## src/rtl/core_pkg.sv

```systemverilog
// Shared definitions for the sequential RISC-V core: datapath width, the
// canonical NOP encoding, opcode constants and the fetch FSM state type.
package core_pkg;

    localparam int          XLEN       = 64;
    localparam logic [31:0] INSTR_NOP  = 32'h00000013;
    localparam logic [6:0]  OPC_BRANCH = 7'b1100011;

    typedef enum logic [1:0] {
        S_BOOT  = 2'd0,
        S_RUN   = 2'd1,
        S_FAULT = 2'd2
    } fetch_state_e;

endpackage

```

## src/rtl/branch_predict_static.sv

```systemverilog
// Static backward-taken/forward-not-taken predictor for conditional branches.
// Purely combinational: decodes the B-type immediate of the fetched word.
module branch_predict_static #(
    parameter int XLEN = core_pkg::XLEN
) (
    input  logic [XLEN-1:0] pc_i,
    input  logic [31:0]     instr_i,
    output logic            taken_o,
    output logic [XLEN-1:0] target_o
);
    import core_pkg::*;

    logic [XLEN-1:0] b_offset;
    logic            unused_instr_bits;

    // B-immediate: instr[31] is imm[12] and doubles as the sign bit.
    assign b_offset = {{(XLEN-12){instr_i[31]}}, instr_i[7], instr_i[30:25],
                       instr_i[11:8], 1'b0};

    assign taken_o           = (instr_i[6:0] == OPC_BRANCH) && instr_i[31];
    assign target_o          = pc_i + b_offset;
    assign unused_instr_bits = ^instr_i[24:12];

endmodule

```

## src/rtl/fetch_stage.sv

```systemverilog
// IF stage: owns the PC, fetches from combinational instruction memory and
// holds the IF/ID register. Define FETCH_STATIC_PREDICT_EN for static prediction.
module fetch_stage #(
    parameter int              XLEN            = core_pkg::XLEN,
    parameter logic [XLEN-1:0] RESET_PC        = '0,
    parameter int              IMEM_INDEX_BITS = 10
) (
    input  logic            clk,
    input  logic            rst_n,
    output logic [XLEN-1:0] imem_pc,
    input  logic [31:0]     imem_instr,
    input  logic            redirect_valid,
    input  logic [XLEN-1:0] redirect_pc,
    input  logic            id_ready,
    output logic            if_valid,
    output logic [XLEN-1:0] if_pc,
    output logic [31:0]     if_instr,
    output logic            if_pred_taken,
    output logic            fetch_fault,
    output logic [31:0]     fetch_count
);
    import core_pkg::*;

    if (IMEM_INDEX_BITS < 1 || IMEM_INDEX_BITS > XLEN - 2) begin : g_bad_index
        $error("IMEM_INDEX_BITS must fit inside the PC above the byte offset");
    end

    fetch_state_e    state_q, state_d;
    logic [XLEN-1:0] pc_q, pc_d;
    logic            if_valid_q, if_valid_d;
    logic [XLEN-1:0] if_pc_q, if_pc_d;
    logic [31:0]     if_instr_q, if_instr_d;
    logic            if_pred_q, if_pred_d;
    logic [31:0]     fetch_count_q, fetch_count_d;

    logic            transfer;
    logic            capture_taken;
    logic [XLEN-1:0] next_pc;

`ifdef FETCH_STATIC_PREDICT_EN
    logic            pred_taken;
    logic [XLEN-1:0] pred_target;

    branch_predict_static #(
        .XLEN     (XLEN)
    ) u_branch_predict (
        .pc_i     (pc_q),
        .instr_i  (imem_instr),
        .taken_o  (pred_taken),
        .target_o (pred_target)
    );

    assign capture_taken = pred_taken;
    assign next_pc       = pred_taken ? pred_target : pc_q + XLEN'(4);
`else
    assign capture_taken = 1'b0;
    assign next_pc       = pc_q + XLEN'(4);
`endif

    // A transfer completes whenever decode sees a valid word it can accept,
    // even if a redirect flushes the register in the same cycle.
    assign transfer = if_valid_q & id_ready;

    always_comb begin
        // NOTE: every next-state signal gets its hold value first so that no
        // path through the case/if tree leaves one unassigned (no latches).
        state_d       = state_q;
        pc_d          = pc_q;
        if_valid_d    = if_valid_q;
        if_pc_d       = if_pc_q;
        if_instr_d    = if_instr_q;
        if_pred_d     = if_pred_q;
        fetch_count_d = fetch_count_q + 32'(transfer);

        case (state_q)
            S_BOOT: begin
                state_d = S_RUN;
            end
            S_RUN: begin
                if (redirect_valid && (redirect_pc[1:0] != 2'b00)) begin
                    state_d    = S_FAULT;
                    if_valid_d = 1'b0;
                end else if (redirect_valid) begin
                    pc_d       = redirect_pc;
                    if_valid_d = 1'b0;
                end else if (!if_valid_q || id_ready) begin
                    if_instr_d = imem_instr;
                    if_pc_d    = pc_q;
                    if_valid_d = 1'b1;
                    if_pred_d  = capture_taken;
                    pc_d       = next_pc;
                end
            end
            S_FAULT: begin
                if_valid_d = 1'b0;
            end
            default: begin
                state_d    = S_FAULT;
                if_valid_d = 1'b0;
            end
        endcase
    end

    // NOTE: state registers use non-blocking assignments so every flop
    // samples its _d value from before the edge, independent of block order.
    always_ff @(posedge clk or negedge rst_n) begin
        if (!rst_n) begin
            state_q       <= S_BOOT;
            pc_q          <= RESET_PC;
            if_valid_q    <= 1'b0;
            if_pc_q       <= '0;
            if_instr_q    <= INSTR_NOP;
            if_pred_q     <= 1'b0;
            fetch_count_q <= '0;
        end else begin
            state_q       <= state_d;
            pc_q          <= pc_d;
            if_valid_q    <= if_valid_d;
            if_pc_q       <= if_pc_d;
            if_instr_q    <= if_instr_d;
            if_pred_q     <= if_pred_d;
            fetch_count_q <= fetch_count_d;
        end
    end

    assign imem_pc       = pc_q;
    assign if_valid      = if_valid_q;
    assign if_pc         = if_pc_q;
    assign if_instr      = if_instr_q;
    assign if_pred_taken = if_pred_q;
    assign fetch_fault   = (state_q == S_FAULT);
    assign fetch_count   = fetch_count_q;

endmodule
```

## config.mk

```make
export PLATFORM = sky130hd
export DESIGN_NAME = fetch_stage
export DESIGN_NICKNAME = d
export VERILOG_FILES = /design/src/rtl/core_pkg.sv /design/src/rtl/branch_predict_static.sv /design/src/rtl/fetch_stage.sv
export SDC_FILE = /design/constraint.sdc
export NUM_CORES = 1
export LEC_CHECK = 0
export BUFFER_PORTS_ARGS = -buffer_cell sky130_fd_sc_hd__clkbuf_2
export CAP_MARGIN = 20
export CORE_ASPECT_RATIO = 0.7
export CORE_UTILIZATION = 45
export CTS_CLUSTER_DIAMETER = 120
export CTS_CLUSTER_SIZE = 8
export DETAILED_ROUTE_END_ITERATION = 8
export HOLD_SLACK_MARGIN = 0.06
export PLACE_DENSITY = 0.71
export SLEW_MARGIN = 5
export SYNTH_ARGS = -nofsm -noshare
export SYNTH_HDL_FRONTEND = slang
export SYNTH_SLANG_ARGS = --single-unit
```

## constraint.sdc

```tcl
create_clock -name clk -period 3.05 [get_ports clk]
set_input_delay 0.1525 -clock clk [delete_from_list [all_inputs] [get_ports clk]]
set_output_delay 0.1525 -clock clk [all_outputs]
set_load 0.01 [all_outputs]
```

==> results.rst, run 1 <==
.. list-table::
   :header-rows: 1

   * - Metric
     - Value
   * - Largest delay contributor family on the critical path
     - simple AND/OR/NAND/NOR gates
   * - Antenna violations before repair
     - 0
   * - Hold Crit Class
     - in2reg
   * - Clock transition at the register clock pins on the worst setup and hold paths after CTS
     - 0.08 ns
   * - Deepest level of the CTS H-tree
     - 4
   * - Antenna violation net count after detailed routing
     - 0
   * - Fraction of final layout cells with drive strength greater than 1
     - 24.9%
   * - Library cell with the highest instance count after synthesis
     - sky130_fd_sc_hd__nand2_1
   * - First drt pass iteration count
     - 6
   * - Worst clock skew
     - 0.0143 ns
   * - Number of buffers on the longest clock path
     - 2
   * - Top cell type by total area after synthesis
     - sky130_fd_sc_hd__dfrtp_1
   * - Layout Utilization
     - 61.4%
   * - Root buffer cell
     - sky130_fd_sc_hd__clkbuf_16
   * - Wirelength per Cell
     - 18.6 um
   * - Overall via count from detail_route
     - 9893
   * - Antenna diodes
     - 0
   * - Chip height
     - 125 um
   * - Warnings, synthesis
     - 0
   * - Total of endpoints with negative setup slack in the final report
     - 0
   * - Fin Hold WS
     - 0.0743 ns
   * - Pin count of the biggest net entering global routing
     - 75
   * - Global-route wire length before repair
     - 51000 um
   * - Count of unique library cells instantiated by Yosys
     - 68
   * - DIE AREA
     - 0.0223 mm^2
   * - Number of clock sinks
     - 195
   * - Die Width
     - 178 um
   * - Number of placement rows
     - 44
   * - Detailed router's first-iteration violation count
     - 1114
   * - # Max-Cap Violations
     - 0
   * - Worst relative slew slack
     - 51.8%
   * - Combined buffer and inverter count along the critical path
     - 0
   * - Required time of the critical path
     - 3.37 ns
   * - Least-Margin Pin Slew
     - 0.721 ns
   * - Crit-path max FO
     - 9
   * - Max IR drop VDD
     - 0.398 mV
   * - P&R area growth vs syn
     - 32.2%
   * - Boundary pin count
     - 295
   * - Post-route minimum period
     - 2.70 ns
   * - Skew-Pair Late Insertion Delay
     - 0.44 ns
   * - Type of element capturing the critical path
     - flip-flop
   * - Resize count post-CTS
     - 0
   * - Buffers on Ports
     - 293
   * - Number of synthesized flops with an enable pin
     - 0
   * - Final hold viol count
     - 0
   * - Setup repair after global routing missed its margin
     - false
   * - Sequential-to-total area share from yosys stat
     - 50.1%
   * - Synth area leaders
     - sky130_fd_sc_hd__dfrtp_1, sky130_fd_sc_hd__nand2_1, sky130_fd_sc_hd__nand4_1, sky130_fd_sc_hd__nand3_1, sky130_fd_sc_hd__a21oi_1
   * - Initial cell density of the core
     - 46.5%
   * - Static leakage
     - 6.38 nW
   * - Power density over the cells
     - 701 mW/mm^2
   * - Vias in the first global route
     - 9198
   * - Cells along the critical path
     - nand4_1 -> nor3_2 -> nand2_1 -> o31a_1 -> a2111oi_1
   * - Number of CTS-inserted buffers
     - 17
   * - Via/cell ratio
     - 5.61
   * - GRT Resource Usage Total
     - 29.4%
   * - Share of the synthesized area in the top cell type
     - 49.3%
   * - Max stage delay cell, worst path
     - sky130_fd_sc_hd__nor3_2
   * - DRC viols
     - 0
   * - Predominant post-synthesis flop cell
     - sky130_fd_sc_hd__dfrtp_1
   * - Fraction of registers with async set/reset
     - 100%
   * - HPWL after detailed placement
     - 22800 um
   * - Number of nets in the finished design
     - 1577
   * - CP Data Arrival Time
     - 3.02 ns
   * - Average cell area after synthesis
     - 8.61 um^2
   * - Total overflow reported by the global router
     - 0
   * - Final-report max-slew violation count
     - 0
   * - Portion of the clock cycle consumed by the worst path in the final layout
     - 88.6%
   * - Wire length reported by the detailed router
     - 32800 um
   * - Synthesized area
     - 0.00975 mm^2
   * - Post-Synthesis Cells
     - 1132
   * - Number of storage elements in the synthesis netlist
     - 195
   * - Core footprint
     - 0.0210 mm^2
   * - Critical Path Max Stage Delay
     - 0.65 ns
   * - Startpoint Class
     - flip-flop
   * - Gpl congestion
     - 0.906
   * - Path type of the worst setup path
     - reg2reg
   * - Maximum achievable frequency
     - 370 MHz
   * - Run status
     - finished clean
   * - Post-Syn Nets
     - 1235
   * - Synth cell count leaders
     - sky130_fd_sc_hd__nand2_1, sky130_fd_sc_hd__dfrtp_1, sky130_fd_sc_hd__nand3_1
   * - CTS tree
     - built
   * - Accumulated negative setup slack
     - 0 ns
==> layout by cell type, fill, tap and decap left out, types with 13 or more instances in the layout <==
cell type,instances
sky130_fd_sc_hd__a21oi_1,39
sky130_fd_sc_hd__and3_1,23
sky130_fd_sc_hd__buf_4,19
sky130_fd_sc_hd__clkbuf_16,17
sky130_fd_sc_hd__clkbuf_2,291
sky130_fd_sc_hd__dfrtp_1,192
sky130_fd_sc_hd__dlygate4sd3_1,76
sky130_fd_sc_hd__inv_1,13
sky130_fd_sc_hd__nand2_1,351
sky130_fd_sc_hd__nand3_1,53
sky130_fd_sc_hd__nand4_1,44
sky130_fd_sc_hd__nor2_1,52
sky130_fd_sc_hd__nor3_1,28
sky130_fd_sc_hd__nor4_1,21
sky130_fd_sc_hd__o21ai_0,33
sky130_fd_sc_hd__or3_1,20
sky130_fd_sc_hd__or4_1,13
sky130_fd_sc_hd__xnor2_1,19
==> flip-flops by register name, summed over array words and instances, names as in the netlist <==
name and flops:
if_pc 64, fetch_count 32, state_q 2, if_valid 1, if_instr 32, imem_pc 64
==> per-layer routing <==
metal	wire length, um	up-vias	share of wire, %	GRT usage (%)
met2	14800	508	45	44.3
met1	13800	4674	42	41.0
met3	3330	55	10	7.57
met5	0	-	0	0
li1	-	4656	-	-
met4	800	0	2.4	9.70
==> layout make-up <==
class,count,area (um^2)
fillers,1819,8090
clock inverters,13,159
well taps,276,345
flip-flops and latches,195,4880
inverters,14,52.6
repair buffers,391,2440
multi-input cells,855,4560
clock buffers,19,453
==> stage by stage <==
step                      std cells  total power [mW]  setup slack (ns)  cell area [um^2]
final                          1763              9.03             0.348             12900
after floorplan                1132              5.28             0.936              9750
after detailed placement       1655              6.62             0.523             11500
after global placement         1655              6.54             0.625             11500
after global routing           1763              9.57             0.330             12900
after CTS                      1763              9.04             0.489             12900
==> timing repair <==
item,in CTS,in global routing
setup buffers,0,0
hold buffers,76,0
endpoints found under the hold margin,120,0
==> worst reg2reg max path, cell delays in order (launching register included) <==
cell,delay (ns)
sky130_fd_sc_hd__dfrtp_1,0.51
sky130_fd_sc_hd__nand4_1,0.40
sky130_fd_sc_hd__nor3_2,0.65
sky130_fd_sc_hd__nand2_1,0.30
sky130_fd_sc_hd__o31a_1,0.35
sky130_fd_sc_hd__a2111oi_1,0.37
==> power by group <==
| part | internal [mW] | total [mW] | switching, mW |
|---|---|---|---|
| Combinational | 1.05 | 2.57 | 1.52 |
| Sequential | 3.34 | 4.11 | 0.776 |
| Clock | 1.22 | 2.35 | 1.12 |
| Total | 5.61 | 9.03 | 3.42 |
==> logic make-up (layout without fill, tap and decap cells) <==
group / Yosys count / count (layout) / synth area share, %
and+or+nand+nor: 658 / 658 / 32.5
other: 1 / 1 / 0.0385
buffers and inverters: 82 / 437 / 3.34
AOI/OAI and AO/OA: 159 / 159 / 10.5
DFF: 195 / 195 / 50.1
xor gates and xnor gates: 30 / 30 / 2.70
adders and majority gates: 3 / 3 / 0.385
muxes: 4 / 4 / 0.411
==> final timing paths <==
path,start,to,slack [ns],cells after the start
setup reg to reg,imem_pc[4],imem_pc[29],0.35,5
hold / removal,redirect_pc[40],imem_pc[40],0.07,3
max in group asynchronous,rst_n,imem_pc[1],1.96,3
setup / recovery,imem_pc[4],imem_pc[29],0.35,5
min in group asynchronous,rst_n,if_pc[32],0.20,2
hold reg to reg,if_instr[1],if_instr[1],0.47,2
(Power assumes the default switching activity.)
==> run 2, diff against run 1 <==
--- a/config.mk
+++ b/config.mk
@@ -12,6 +12,7 @@
 export CTS_CLUSTER_DIAMETER = 120
 export CTS_CLUSTER_SIZE = 8
 export DETAILED_ROUTE_END_ITERATION = 8
+export GPL_TIMING_DRIVEN = 0
 export HOLD_SLACK_MARGIN = 0.06
 export PLACE_DENSITY = 0.71
 export SLEW_MARGIN = 5
==> constraint.sdc (replaced) <==
create_clock -name clk -period 3.05 [get_ports clk]
set_input_delay 0.1525 -clock clk [delete_from_list [all_inputs] [get_ports clk]]
set_output_delay 0.1525 -clock clk [all_outputs]
set_load 0.005 [all_outputs]
==> run 2 against run 1 <==
  * Combinational power decreased by 6%
  * First-iteration DRC count increased by 13%
  * Highest routed layer unchanged
  * Critical path type unchanged
  * Cell area increased by 0.85%
  * Critical path depth increased by 1
  * Largest cell class unchanged
==> results.rst, run 2 (synthesis gave the netlist of run 1 again) <==
.. list-table::
   :header-rows: 1

   * - Metric
     - Value
   * - Fin Hold WS
     - 0.0685 ns (-0.00586 ns)
   * - Chip height
     - 125 um (unchanged)
   * - Gpl congestion
     - 0.965 (+6.5%)
   * - Initial cell density of the core
     - 46.5% (unchanged)
   * - Required time of the critical path
     - 3.34 ns (-0.03 ns)
   * - Wire length reported by the detailed router
     - 35500 um (+8.3%)
   * - Antenna violations before repair
     - 0 (unchanged)
   * - Most common cell after layout, fill and taps aside
     - sky130_fd_sc_hd__nand2_1
   * - Number of placement rows
     - 44 (unchanged)
   * - Number of CTS-inserted buffers
     - 17 (unchanged)
   * - Antenna diodes
     - 0 (unchanged)
   * - Boundary pin count
     - 295 (unchanged)
   * - CP Data Arrival Time
     - 3.29 ns (+0.27 ns)
   * - Via/cell ratio
     - 5.68 (+1.3%)
   * - Portion of the clock cycle consumed by the worst path in the final layout
     - 98.5% (+10 points)
   * - Number of clock sinks
     - 195 (unchanged)
   * - Clock transition at the register clock pins on the worst setup and hold paths after CTS
     - 0.08 ns (about the same)
   * - DIE AREA
     - 0.0223 mm^2 (unchanged)
   * - Buffers on Ports
     - 293 (unchanged)
   * - Number of buffers on the longest clock path
     - 2 (unchanged)
   * - Static leakage
     - 6.39 nW (+0.15%)
   * - Power density over the cells
     - 673 mW/mm^2 (-3.9%)
   * - DRC viols
     - 0 (unchanged)
   * - Root buffer cell
     - sky130_fd_sc_hd__clkbuf_16
   * - Endpoint of the lowest-slack register-to-register path
     - imem_pc[24]
   * - GRT Resource Usage Total
     - 32.0% (+2.7 points)
   * - Worst relative slew slack
     - 43.8% (-8.0 points)
   * - Non-filler cells in the finished layout
     - 1812 (+2.8%)
   * - Post-CTS setup repair buffer count
     - 0 (unchanged)
   * - Fraction of final layout cells with drive strength greater than 1
     - 23.7% (-1.2 points)
   * - # Max-Cap Violations
     - 0 (unchanged)
   * - Pin count of the biggest net entering global routing
     - 85 (+13%)
   * - WHS Endpoint
     - imem_pc[28]
   * - HP Start
     - redirect_pc[28]
   * - CTS tree
     - built
   * - Post-route standard cell area excluding fillers
     - 0.0130 mm^2 (+0.85%)
   * - Final hold viol count
     - 0 (unchanged)
   * - Total of endpoints with negative setup slack in the final report
     - 0 (unchanged)
   * - Vias in the first global route
     - 9577 (+4.1%)
   * - Setup repair after global routing missed its margin
     - false
   * - Global-route wire length before repair
     - 54600 um (+7.1%)
   * - Final-report max-slew violation count
     - 0 (unchanged)
   * - Deepest level of the CTS H-tree
     - 4 (unchanged)
   * - Max IR drop VDD
     - 0.387 mV (-2.8%)
   * - # placed instances
     - 1705 (+3.0%)
   * - Die Width
     - 178 um (unchanged)
   * - Core footprint
     - 0.0210 mm^2 (unchanged)
   * - Wirelength per Cell
     - 19.6 um (+5.4%)
   * - Least-Margin Pin Slew
     - 0.843 ns (+0.122 ns)
   * - Number of instances on the worst hold path
     - 4 (+1)
   * - Worst r2r src
     - if_valid
   * - Antenna violation net count after detailed routing
     - 0 (unchanged)
   * - Worst clock skew
     - 0.0137 ns (-0.000530 ns)
   * - Run status
     - finished clean
   * - Overall via count from detail_route
     - 10301 (+4.1%)
   * - P&R area growth vs syn
     - 33.4%
   * - Startpoint Class
     - flip-flop
   * - First drt pass iteration count
     - 6 (unchanged)
   * - Register-to-Register Setup Slack
     - 0.04 ns (-0.30 ns)
   * - Maximum achievable frequency
     - 333 MHz (-10%)
   * - Type of element capturing the critical path
     - flip-flop
   * - Number of nets in the finished design
     - 1626 (+3.1%)
   * - Skew-Pair Late Insertion Delay
     - 0.45 ns (about the same)
   * - Area after detailed placement
     - 0.0117 mm^2 (+1.2%)
   * - Post-route minimum period
     - 3.01 ns (+0.303 ns)
   * - HPWL after detailed placement
     - 25400 um (+11%)
   * - Total overflow reported by the global router
     - 0 (unchanged)
   * - Worst reg2reg path depth
     - 6 (+1)
   * - Leading cell types in the layout, fill and taps excluded
     - sky130_fd_sc_hd__nand2_1, sky130_fd_sc_hd__clkbuf_2, sky130_fd_sc_hd__dfrtp_1
   * - Hold Crit Class
     - in2reg
   * - Crit-path max FO
     - 10 (+1)
   * - Detailed router's first-iteration violation count
     - 1256 (+13%)
   * - Path type of the worst setup path
     - reg2reg
## run 2: cell count changes in the layout (fill, tap and decap cells not counted), sizes merged
cell | previous run | this run
bufinv | 1 | 0
dlygate4sd3 | 76 | 75
clkinv | 4 | 5
clkbuf | 311 | 361
clkinvlp | 0 | 1
buf | 23 | 22
## run 2: report_power, final
part / leakage (nW) / switching [mW] / internal [mW]
registers: 2.44 / 0.720 / 3.34
clock network: 0.290 / 1.16 / 1.13
logic: 3.66 / 1.33 / 1.07
total: 6.39 / 3.21 / 5.54
## run 2: what timing repair did
action | 4_1_cts | 5_1_grt
hold endpoints to repair | 122 | 0
resized for setup | 0 | 0
hold buffers | 75 | 0
endpoints found under the setup margin | 0 | 0
## run 2: routing by layer
metal  vias to the layer above  track usage (%)  part of all wire [%]
met1                      4860             45.0                    41
li1                       4745                -                     -
met3                        76             9.28                    12
met5                         -                0                     0
met4                         0             10.9                   2.7
met2                       620             47.1                    44
## run 2: worst max-delay path: stages, from the launching register on
cell and delay, ns:
sky130_fd_sc_hd__dfrtp_1 0.47, sky130_fd_sc_hd__nand2b_1 0.20, sky130_fd_sc_hd__o211ai_1 0.27, sky130_fd_sc_hd__clkbuf_1 0.42, sky130_fd_sc_hd__clkbuf_1 0.62, sky130_fd_sc_hd__buf_1 0.66
sky130_fd_sc_hd__o221ai_1 0.20
## run 2: area by class of cell
class,instances,area [um^2]
plain buffers,68,273
clock buffers,18,439
clock inverters,14,156
fillers,1822,7980
inverters,14,52.6
multi-input cells,855,4550
flip-flops and latches,195,4880
well taps,276,345
repair buffers,372,2300
## run 2: worst max-delay path by stage
stage	from	end	slack [ns]	depth (start not counted)
final	if_valid	imem_pc[24]	0.04	6
after global routing	if_valid	if_pc[23]	0.02	8
after CTS	if_valid	if_pc[24]	0.21	8
after detailed placement	if_valid	if_pc[24]	0.23	8
after global placement	rst_n	if_instr[25]	-2.04	1
after floorplan	imem_pc[26]	imem_pc[51]	0.98	5
## run 2: stage by stage
step,power [mW],util [%],setup TNS [ns],setup WS (ns)
2_1_floorplan,4.99,-,0,0.975
3_3_place_gp,6.31,55.1,-408.26,-2.04
3_5_place_dp,6.38,55.5,0,0.226
4_1_cts,8.74,62.0,0,0.213
5_1_grt,9.26,62.0,0,0.0248
6_report,8.75,62.0,0,0.0445
==> run 3, diff against run 2 <==
--- a/config.mk
+++ b/config.mk
@@ -14,6 +14,7 @@
 export DETAILED_ROUTE_END_ITERATION = 8
 export GPL_TIMING_DRIVEN = 0
 export HOLD_SLACK_MARGIN = 0.06
+export MAX_ROUTING_LAYER = met4
 export PLACE_DENSITY = 0.71
 export SLEW_MARGIN = 5
 export SYNTH_ARGS = -nofsm -noshare
==> run 3 against run 2 <==
  * Sequential share of layout area is 0.13 points lower
  * Clock skew is 0.0028 ns lower
  * Total power is 0.51% higher
  * Flip-flop and latch count stayed put
  * Die area stayed put
  * Maximum frequency is 3.4% higher
  * First-iteration DRC count is 2.0% higher
  * Largest cell class unchanged
  * Highest routed layer unchanged
==> results.rst, run 3 (synthesis gave the netlist of run 1 again) <==
.. list-table::
   :header-rows: 1

   * - Metric
     - Value
   * - Run status
     - finished clean
   * - Pin count of the biggest net entering global routing
     - 87 (+2.4%)
   * - Number of nets in the finished design
     - 1630 (+0.25%)
   * - Core footprint
     - 0.0210 mm^2 (unchanged)
   * - HP Start
     - redirect_pc[28]
   * - Worst relative slew slack
     - 43.0% (-0.75 points)
   * - Startpoint Class
     - flip-flop
   * - Antenna violations before repair
     - 0 (unchanged)
   * - Hold Crit Class
     - in2reg
   * - Crit-path max FO
     - 10 (unchanged)
   * - Portion of the clock cycle consumed by the worst path in the final layout
     - 95.3% (-3.3 points)
   * - Gpl congestion
     - 0.985 (+2.0%)
   * - Wire length reported by the detailed router
     - 35700 um (+0.45%)
   * - Chip height
     - 125 um (unchanged)
   * - Resize count post-CTS
     - 0 (unchanged)
   * - Worst r2r src
     - if_valid
   * - Detailed router's first-iteration violation count
     - 1281 (+2.0%)
   * - Global-route wire length before repair
     - 54800 um (+0.34%)
   * - Via/cell ratio
     - 5.70 (+0.28%)
   * - Post-route minimum period
     - 2.91 ns (-0.100 ns)
   * - Boundary pin count
     - 295 (unchanged)
   * - Worst reg2reg path depth
     - 8 (+2)
   * - Most common cell after layout, fill and taps aside
     - sky130_fd_sc_hd__nand2_1
   * - Total overflow reported by the global router
     - 0 (unchanged)
   * - Power density over the cells
     - 674 mW/mm^2 (+0.15%)
   * - Static leakage
     - 6.42 nW (+0.39%)
   * - Deepest level of the CTS H-tree
     - 4 (unchanged)
   * - Accumulated negative setup slack
     - 0 ns (unchanged)
   * - Maximum achievable frequency
     - 344 MHz (+3.4%)
   * - Post-route standard cell area excluding fillers
     - 0.0130 mm^2 (+0.36%)
   * - Layout Utilization
     - 62.2% (+0.22 points)
   * - Max IR drop VDD
     - 0.448 mV (+16%)
   * - HPWL after detailed placement
     - 25400 um (about the same)
   * - Die Width
     - 178 um (unchanged)
   * - Worst clock skew
     - 0.0110 ns (-0.00277 ns)
   * - Clock transition at the register clock pins on the worst setup and hold paths after CTS
     - 0.07 ns (about the same)
   * - Final hold viol count
     - 0 (unchanged)
   * - CTS tree
     - built
   * - DIE AREA
     - 0.0223 mm^2 (unchanged)
   * - CP Data Arrival Time
     - 3.28 ns (about the same)
   * - Leading cell types in the layout, fill and taps excluded
     - sky130_fd_sc_hd__nand2_1, sky130_fd_sc_hd__clkbuf_2, sky130_fd_sc_hd__dfrtp_1
   * - Total power
     - 8.79 mW (+0.51%)
   * - Final-report max-slew violation count
     - 0 (unchanged)
   * - Skew-Pair Late Insertion Delay
     - 0.44 ns (about the same)
   * - Area after detailed placement
     - 0.0117 mm^2 (unchanged)
   * - Required time of the critical path
     - 3.43 ns (+0.09 ns)
   * - P&R area growth vs syn
     - 33.8%
   * - Path type of the worst setup path
     - reg2reg
   * - Fraction of final layout cells with drive strength greater than 1
     - 23.6% (-0.062 points)
   * - Setup repair after global routing missed its margin
     - false
   * - Initial cell density of the core
     - 46.5% (unchanged)
   * - Critical Path Start
     - if_valid
   * - Overall via count from detail_route
     - 10358 (+0.55%)
   * - First drt pass iteration count
     - 6 (unchanged)
   * - Vias in the first global route
     - 9764 (+2.0%)
   * - Setup WS pre-CTS
     - 0.210 ns (-0.0157 ns)
   * - Antenna violation net count after detailed routing
     - 0 (unchanged)
   * - Total of endpoints with negative setup slack in the final report
     - 0 (unchanged)
   * - Number of instances on the worst hold path
     - 4 (unchanged)
   * - Number of buffers on the longest clock path
     - 2 (unchanged)
   * - Wirelength per Cell
     - 19.6 um (+0.17%)
   * - Number of CTS-inserted buffers
     - 17 (unchanged)
   * - Type of element capturing the critical path
     - flip-flop
   * - Buffers on Ports
     - 293 (unchanged)
   * - DRC viols
     - 0 (unchanged)
   * - Setup WS post-layout
     - 0.145 ns (+0.100 ns)
   * - Least-Margin Pin Slew
     - 0.854 ns (+0.0113 ns)
   * - # Max-Cap Violations
     - 0 (unchanged)
   * - Number of placement rows
     - 44 (unchanged)
   * - Number of clock sinks
     - 195 (unchanged)
   * - Root buffer cell
     - sky130_fd_sc_hd__clkbuf_16
   * - GRT Resource Usage Total
     - 33.2% (+1.1 points)
run 3: per-layer routing:
metal	GRT usage, %	wire length, um	up-vias
li1	-	-	4751
met1	45.3	15100	4920
met2	47.7	15500	613
met3	8.27	4110	74
met4	11.6	958	0
met5	-	0	-
run 3: cell type report:
cell class                      count  area [um^2]
Buffer                             68          273
Inverter                           14         52.6
Clock inverter                     14          160
Fill cell                        1823         7930
Tap cell                          276          345
Antenna cell                        1         2.50
Multi-Input combinational cell    855         4550
Clock buffer                       18          439
Timing Repair Buffer              376         2340
Sequential cell                   195         4880
run 3: final timing paths:
kind,to,slack [ns]
worst max-delay path,if_pc[26],0.14
max in group asynchronous,if_pc[52],1.72
worst min-delay path,imem_pc[28],0.08
min in group asynchronous,if_pc[28],0.22
worst max register to register,if_pc[26],0.14
worst min register to register,if_instr[1],0.46
run 3: worst max-delay path, cell delays in order, from the launching register on:
cell                       delay (ns)
sky130_fd_sc_hd__dfrtp_1         0.44
sky130_fd_sc_hd__nor2b_1         0.15
sky130_fd_sc_hd__clkbuf_1        0.23
sky130_fd_sc_hd__nor3_2          0.49
sky130_fd_sc_hd__buf_6           0.24
sky130_fd_sc_hd__clkbuf_1        0.56
sky130_fd_sc_hd__clkbuf_1        0.51
sky130_fd_sc_hd__nand2_1         0.13
sky130_fd_sc_hd__nand2_1         0.09
run 3: power by group:
group	internal (mW)	switching (mW)
Clock	1.20	1.13
Sequential	3.34	0.718
Combinational	1.08	1.34
run 3: metrics by stage:
| stage | hold slack, ns | cells |
|---|---|---|
| 2_1_floorplan | -0.143 | 1132 |
| 3_3_place_gp | 0.333 | 1701 |
| 3_5_place_dp | 0.137 | 1705 |
| 4_1_cts | 0.0639 | 1816 |
| 5_1_grt | 0.109 | 1816 |
| 6_report | 0.0845 | 1817 |
run 3: repair_timing:
item	CTS	global route
endpoints found under the hold margin	127	0
hold buffers	79	0
buffers inserted	0	0
